--- src/rtl/get_fifo.sv ---
// get_fifo: show-ahead stream FIFO between a DMA AXI-stream source and the receive-enable stage.
// Pointers carry an extra wrap bit so full and empty are distinguishable with equal low bits.
module get_fifo #(
  parameter int DATA_W = 32,
  parameter int DEPTH  = 8
) (
  input  logic                       clk,
  input  logic                       rst_n,
  input  logic [DATA_W-1:0]          s_axis_tdata,
  input  logic                       s_axis_tvalid,
  input  logic                       s_axis_tlast,
  output logic                       s_axis_tready,
  input  logic                       flush,
  output logic                       get_valid,
  output logic [DATA_W-1:0]          get_data,
  output logic                       get_last,
  input  logic                       pop,
  output logic [$clog2(DEPTH):0]     count,
  output logic                       underflow
);
  localparam int AW = $clog2(DEPTH);
  logic [AW:0]     wp, rp;
  logic [DATA_W:0] mem [DEPTH];
  logic            empty, full, do_push, do_pop;
  assign empty         = wp == rp;
  assign full          = (wp[AW-1:0] == rp[AW-1:0]) && (wp[AW] != rp[AW]);
  assign s_axis_tready = ~full & ~flush;
  assign do_push       = s_axis_tvalid & s_axis_tready;
  assign do_pop        = pop & ~empty & ~flush;
  assign get_valid     = ~empty;
  assign get_data      = mem[rp[AW-1:0]][DATA_W-1:0];
  assign get_last      = mem[rp[AW-1:0]][DATA_W];
  assign count         = wp - rp;
  always_ff @(posedge clk or negedge rst_n) begin
    if (!rst_n) begin
      wp        <= '0;
      rp        <= '0;
      underflow <= 1'b0;
    end else if (flush) begin
      wp        <= '0;
      rp        <= '0;
      underflow <= 1'b0;
    end else begin
      if (do_push) wp <= wp + 1'b1;
      if (do_pop) rp <= rp + 1'b1;
      if (pop && empty) underflow <= 1'b1;
    end
  end
  // Storage is deliberately unreset; only the pointers decide what is valid.
  always_ff @(posedge clk) begin
    if (do_push) mem[wp[AW-1:0]] <= {s_axis_tlast, s_axis_tdata};
  end
endmodule

--- config.mk ---
export PLATFORM = sky130hd
export DESIGN_NAME = get_fifo
export DESIGN_NICKNAME = d
export VERILOG_FILES = /design/src/rtl/get_fifo.sv
export SDC_FILE = /design/constraint.sdc
export NUM_CORES = 1
export LEC_CHECK = 0
export CELL_PAD_IN_SITES_DETAIL_PLACEMENT = 2
export CELL_PAD_IN_SITES_GLOBAL_PLACEMENT = 2
export CORE_UTILIZATION = 45
export CTS_BUF_LIST = sky130_fd_sc_hd__clkbuf_4
export DETAILED_ROUTE_END_ITERATION = 8
export GPL_ROUTABILITY_DRIVEN = 0
export PLACE_DENSITY = 0.87
export SYNTH_ARGS = -nofsm -noshare
export SYNTH_HDL_FRONTEND = slang
export SYNTH_SLANG_ARGS = --single-unit
--- constraint.sdc ---
create_clock -name clk -period 5.7 [get_ports clk]
set_input_delay 1.14 -clock clk [delete_from_list [all_inputs] [get_ports clk]]
set_output_delay 1.14 -clock clk [all_outputs]
set_load 0.05 [all_outputs]
# Word level (Yosys, flattened, before mapping)
# Memories as Yosys holds them, arrays and structs flattened.
# Index checks and enable logic that the tools add are counted.
# W data, S select, Z words.
[classes] n_addsub=3 eq_ne=3 muxes=8 bitwise=7 reduce_logical=5
[op_table] operator="$mux W4" count=4
[op_table] operator="$add A4 B1 Y4 const B" count=2
[op_table] operator="$reduce_bool A2 Y1" count=3
[op_table] operator="$and A1 B1 Y1" count=4
[op_table] operator="$eq A4 B4 Y1" count=1
[op_table] operator="$mux W1" count=4
[op_table] operator="$sub A4 B4 Y4" count=1
[op_table] operator="$eq A3 B3 Y1" count=1
[op_table] operator="$not A1 Y1" count=3
[op_table] operator="$logic_and A1 B1 Y1" count=2
[op_table] operator="$ne A1 B1 Y1" count=1
[word_totals] ff_bits=9 ramBits=264 in_bits=38 out_inout_bits=40 word_cells=30 mem_count=1
[memory_table] name="mem" depth=8 width=33 read_ports=1 rd_ports_with_merged_regs=0 write_ports=1 line="23" text="logic [DATA_W:0] mem [DEPTH];"

# Depth between registers and ports, before layout
[depth] depth_word=7 depth_mapped=9 mapped_depth_nobuf=6

# Least setup slack after synthesis
# No wires, ideal clock.
[synth_path] path_type="reg-to-reg" start="register rp[2]" end="memory mem[1][0] (netlist name), enable pin" t_arrival_ns=4.943 setup_slack_ns=0.293 path_stages_with_launch=9 synth_period_minus_slack_ns=5.407 cell_sequence="dfrtp_1 clkbuf_1 clkinv_1 clkbuf_1 ha_1 and3_1 a21oi_1 nand2_1 nor3_1"
[synth_between] elab_chain_len=7
[synth_rtl] item="start, declared" line="22" text="logic [AW:0] wp, rp;"
[synth_rtl] item="start signal, assigned" line="45" text="if (do_pop) rp <= rp + 1'b1;"
[synth_rtl] item="$eq A3 B3 Y1" line="26" text="assign full = (wp[AW-1:0] == rp[AW-1:0]) && (wp[AW] != rp[AW]);"
[synth_rtl] item="$logic_and A1 B1 Y1" line="26"
[synth_rtl] item="$not A1 Y1" line="27" text="assign s_axis_tready = ~full & ~flush;"
[synth_rtl] item="$and A1 B1 Y1" line="27"
[synth_rtl] item="via s_axis_tready" line="12" text="output logic s_axis_tready,"
[synth_rtl] item="$and A1 B1 Y1" line="28" text="assign do_push = s_axis_tvalid & s_axis_tready;"
[synth_rtl] item="$mux W1" line="51" text="if (do_push) mem[wp[AW-1:0]] <= {s_axis_tlast, s_axis_tdata};"
[synth_rtl] item="$mux W1 (implied by the code)" line="51"
[synth_rtl] item="end, declared" line="23"
# The timed path passes the listed nets, and every way through them passes these cells.

# Final worst setup path
[layout_path] start="register rp[0]" end="output port get_data[15]"
[layout_between] elab_chain_len=1
[layout_rtl] item="$mem_v2 Z8 W33"
[layout_rtl] item="end, declared" line="15" text="output logic [DATA_W-1:0] get_data,"
# Every way passes these cells.

==> flow_metrics.py <==
metrics = {
    "run_status": {
        "status": "completed",
    },
    "worst_hold_path": {
        "hold_path.startpoint": "underflow",
        "min_path_type": "reg -> reg",
        "whs_path_depth": 2,
    },
    "synthesis": {
        "avgSynthCellArea_sq_um": 20.1,
        "ys_ff_latch": 273,
        "ys_warn_count": 0,
        "synthCells": 526,
        "synth.cell_area_sq_um": 10600,
        "yosysSeqAreaShare_pct": 77.1,
        "synth.distinct_cells": 27,
        "yosysTopAreaCell": "edfxtp_1",
        "yosysTopAreaCellShare_pct": 75.0,
        "syn_nets": 570,
        "synth_area_leaders": "edfxtp_1, mux4_2, nand2_1, dfrtp_1, ha_1",
    },
    "worst_setup_path": {
        "r2r_end": "mem[5][26]",
        "reg2reg_depth": 7,
        "rrSetupSlack_ns": 1.58,
        "endpoint": "get_data[15]",
        "worstPathArrival_ns": 3.63,
        "start_kind": "flop",
        "crit_fanout": 41,
        "criticalPathCategory": "reg -> out",
        "end_kind": "output port",
        "cp-startpoint": "rp[0]",
        "timing.rr.start": "rp[1]",
        "critPathRequiredTime_ns": 4.56,
    },
    "sta": {
        "fin_tns_setup_ns": 0,
        "final_max_slew_viol_count": 0,
        "hold_viol": 0,
        "min_period_ns": 4.77,
        "rsz0062_at_grt": "no",
        "relSlewSlack_pct": 27.2,
        "fin_skew_ns": 0.0277,
        "finalCritPeriodShare_pct": 83.7,
        "setup_viol": 0,
        "max_slew.worst_pin.slew_ns": 1.09,
        "fmax_mhz": 210,
    },
    "layout": {
        "fin_util_pct": 55.5,
        "nets": 713,
        "fillers": 1963,
        "area_growth_pct": 19.9,
        "drive_gt1_share_pct": 28.7,
    },
    "die": {
        "rows": 55,
        "start_util_pct": 46.3,
        "die_x_um": 155,
        "die-area_sq_um": 24100,
        "io_pins": 78,
        "die_h_um": 155,
        "coreArea_sq_um": 22800,
    },
    "global_route": {
        "overflow": 0,
        "grt_pass1_vias": 6518,
        "grt_pass1_wl_mm": 42.2,
        "grt_max_degree": 51,
        "grt_util_all_layers_pct": 25.0,
        "antenna_found_initial": 1,
    },
    "clocking": {
        "post_cts_buffers": 0,
        "cts_hold_buf": 0,
        "cts.repair.resized": 0,
        "clk_pin_slew_ns": 0.08,
        "cts_made_buffers": 73,
        "cts_tree": "done",
        "clkLatencyLatePin_ns": 0.66,
        "cts-root-buf": "clkbuf_4",
        "cts_buffer_depth": 3,
        "cts.sinks": 273,
        "ctsHtreeMaxLevel": 3,
    },
    "drt": {
        "drtPass1Iterations": 4,
        "drc": 0,
        "drt-wirelength-per-cell_um": 27.5,
        "drtAntennaViolNets": 0,
        "vias": 5622,
        "drt-initial-drc-count": 373,
        "routed_wl_mm": 28.3,
        "viasPerCell": 5.46,
    },
    "place": {
        "hpwl_mm": 16.1,
        "portBuffers": 77,
    },
    "power": {
        "sw_frac_of_total_pct": 28.6,
        "max-vdd-ir-drop_v": 0.000239,
        "power_switching_mw": 1.42,
        "leakage_nw": 4.24,
        "clockPowerShare_pct": 34.8,
        "power_density_nw_per_um2": 390,
        "internal-power_mw": 3.53,
        "seq_power_share_pct": 46.8,
        "power_frac_comb_pct": 18.4,
    },
    "run": {
        "maxCapViolCount": 0,
    },
}
-- routing by layer --
layer  global-route usage, %  part of all wire (%)  vias up
met5                       0                     0        -
met2                    43.7                    53      191
met4                    8.59                   1.8        0
met3                    5.43                   4.8       46
met1                    30.8                    40     2975
li1                        -                     -     2410
-- area by class of cell --
class | count | area (sq um) | area share [%]
inverters | 8 | 30.0 | 0.237
flip-flops and latches | 273 | 8160 | 64.4
multi-input cells | 221 | 2280 | 18.0
clock inverters | 19 | 138 | 1.09
diodes | 1 | 2.50 | 0.0197
clock buffers | 102 | 766 | 6.04
repair buffers | 92 | 898 | 7.09
well taps | 313 | 392 | 3.09
-- critical path, stage by stage, from the launching register on --
cell,delay (ns)
dfrtp_4,0.97
buf_4,0.48
mux4_2,0.58
nand2_1,0.10
nand2_1,0.08
clkdlybuf4s50_1,0.71
-- per-stage QoR --
| step | hold WS [ns] | instances | cell area, sq um | setup WS [ns] | power, mW |
|---|---|---|---|---|---|
| after floorplan | 0.571 | 526 | 10600 | 0.293 | 2.98 |
| after global placement | 0.489 | 907 | 11800 | 1.64 | 3.23 |
| after detailed placement | 0.509 | 907 | 11800 | 1.36 | 3.27 |
| after CTS | 0.571 | 1028 | 12700 | 0.799 | 5.02 |
| after global routing | 0.583 | 1029 | 12700 | 0.653 | 5.14 |
| final | 0.559 | 1029 | 12700 | 0.929 | 4.95 |
-- power by group through the flow --
stage                     registers (mW)  clock network, mW  logic (mW)
after floorplan                     2.29                  0       0.690
after global placement              2.35                  0       0.877
after global routing                2.33               1.86       0.954
after detailed placement            2.36                  0       0.909
final                               2.32               1.72       0.910
after CTS                           2.32               1.78       0.921
-- logic make-up after synthesis --
group	share of synthesized area, %
flip-flops	77.1
AND/OR/NAND/NOR	4.66
multiplexers	14.4
buffers and inverters	1.72
AO/OA/AOI/OAI	0.509
XOR/XNOR	0.746
adder cells (fa/ha/maj)	0.781
-- cell usage after synthesis --
| library cell | number |
|---|---|
| a21o_1 | 1 |
| a21oi_1 | 3 |
| a31oi_1 | 1 |
| and3_1 | 1 |
| buf_12 | 2 |
| buf_2 | 8 |
| buf_6 | 1 |
| buf_8 | 1 |
| clkbuf_1 | 12 |
| clkinv_1 | 1 |
| dfrtp_1 | 9 |
| edfxtp_1 | 264 |
| fa_1 | 1 |
| ha_1 | 5 |
| inv_1 | 7 |
| mux2i_1 | 4 |
| mux4_2 | 66 |
| nand2_1 | 104 |
| nand3_1 | 3 |
| nand4_1 | 2 |
| nor2_1 | 13 |
| nor3_1 | 4 |
| o211ai_1 | 2 |
| o21ai_0 | 1 |
| o21ai_1 | 1 |
| xnor2_1 | 7 |
| xor2_1 | 2 |
-- state kept, by name, indices dropped and copies added, names as in the netlist --
| register | cells |
|---|---|
| mem | 264 |
| rp | 4 |
| wp | 4 |
| underflow | 1 |
-- layout by cell type (no fill, tap or decap), types with 6 or more instances in the layout --
master           count
clkbuf_4           102
clkinv_1            13
edfxtp_1           264
mux4_2              66
xnor2_1              7
nor2_1               9
buf_4               17
dfrtp_1              6
nand2_1            104
clkdlybuf4s50_1     73
inv_1                7
-- worst min-delay path by stage --
stage	endpoint	slack [ns]
after floorplan	wp[3]	0.57
after global placement	underflow	0.49
after detailed placement	underflow	0.51
after CTS	underflow	0.57
after global routing	underflow	0.58
final	underflow	0.56
No activity file was read; power rests on OpenSTA's default activity.
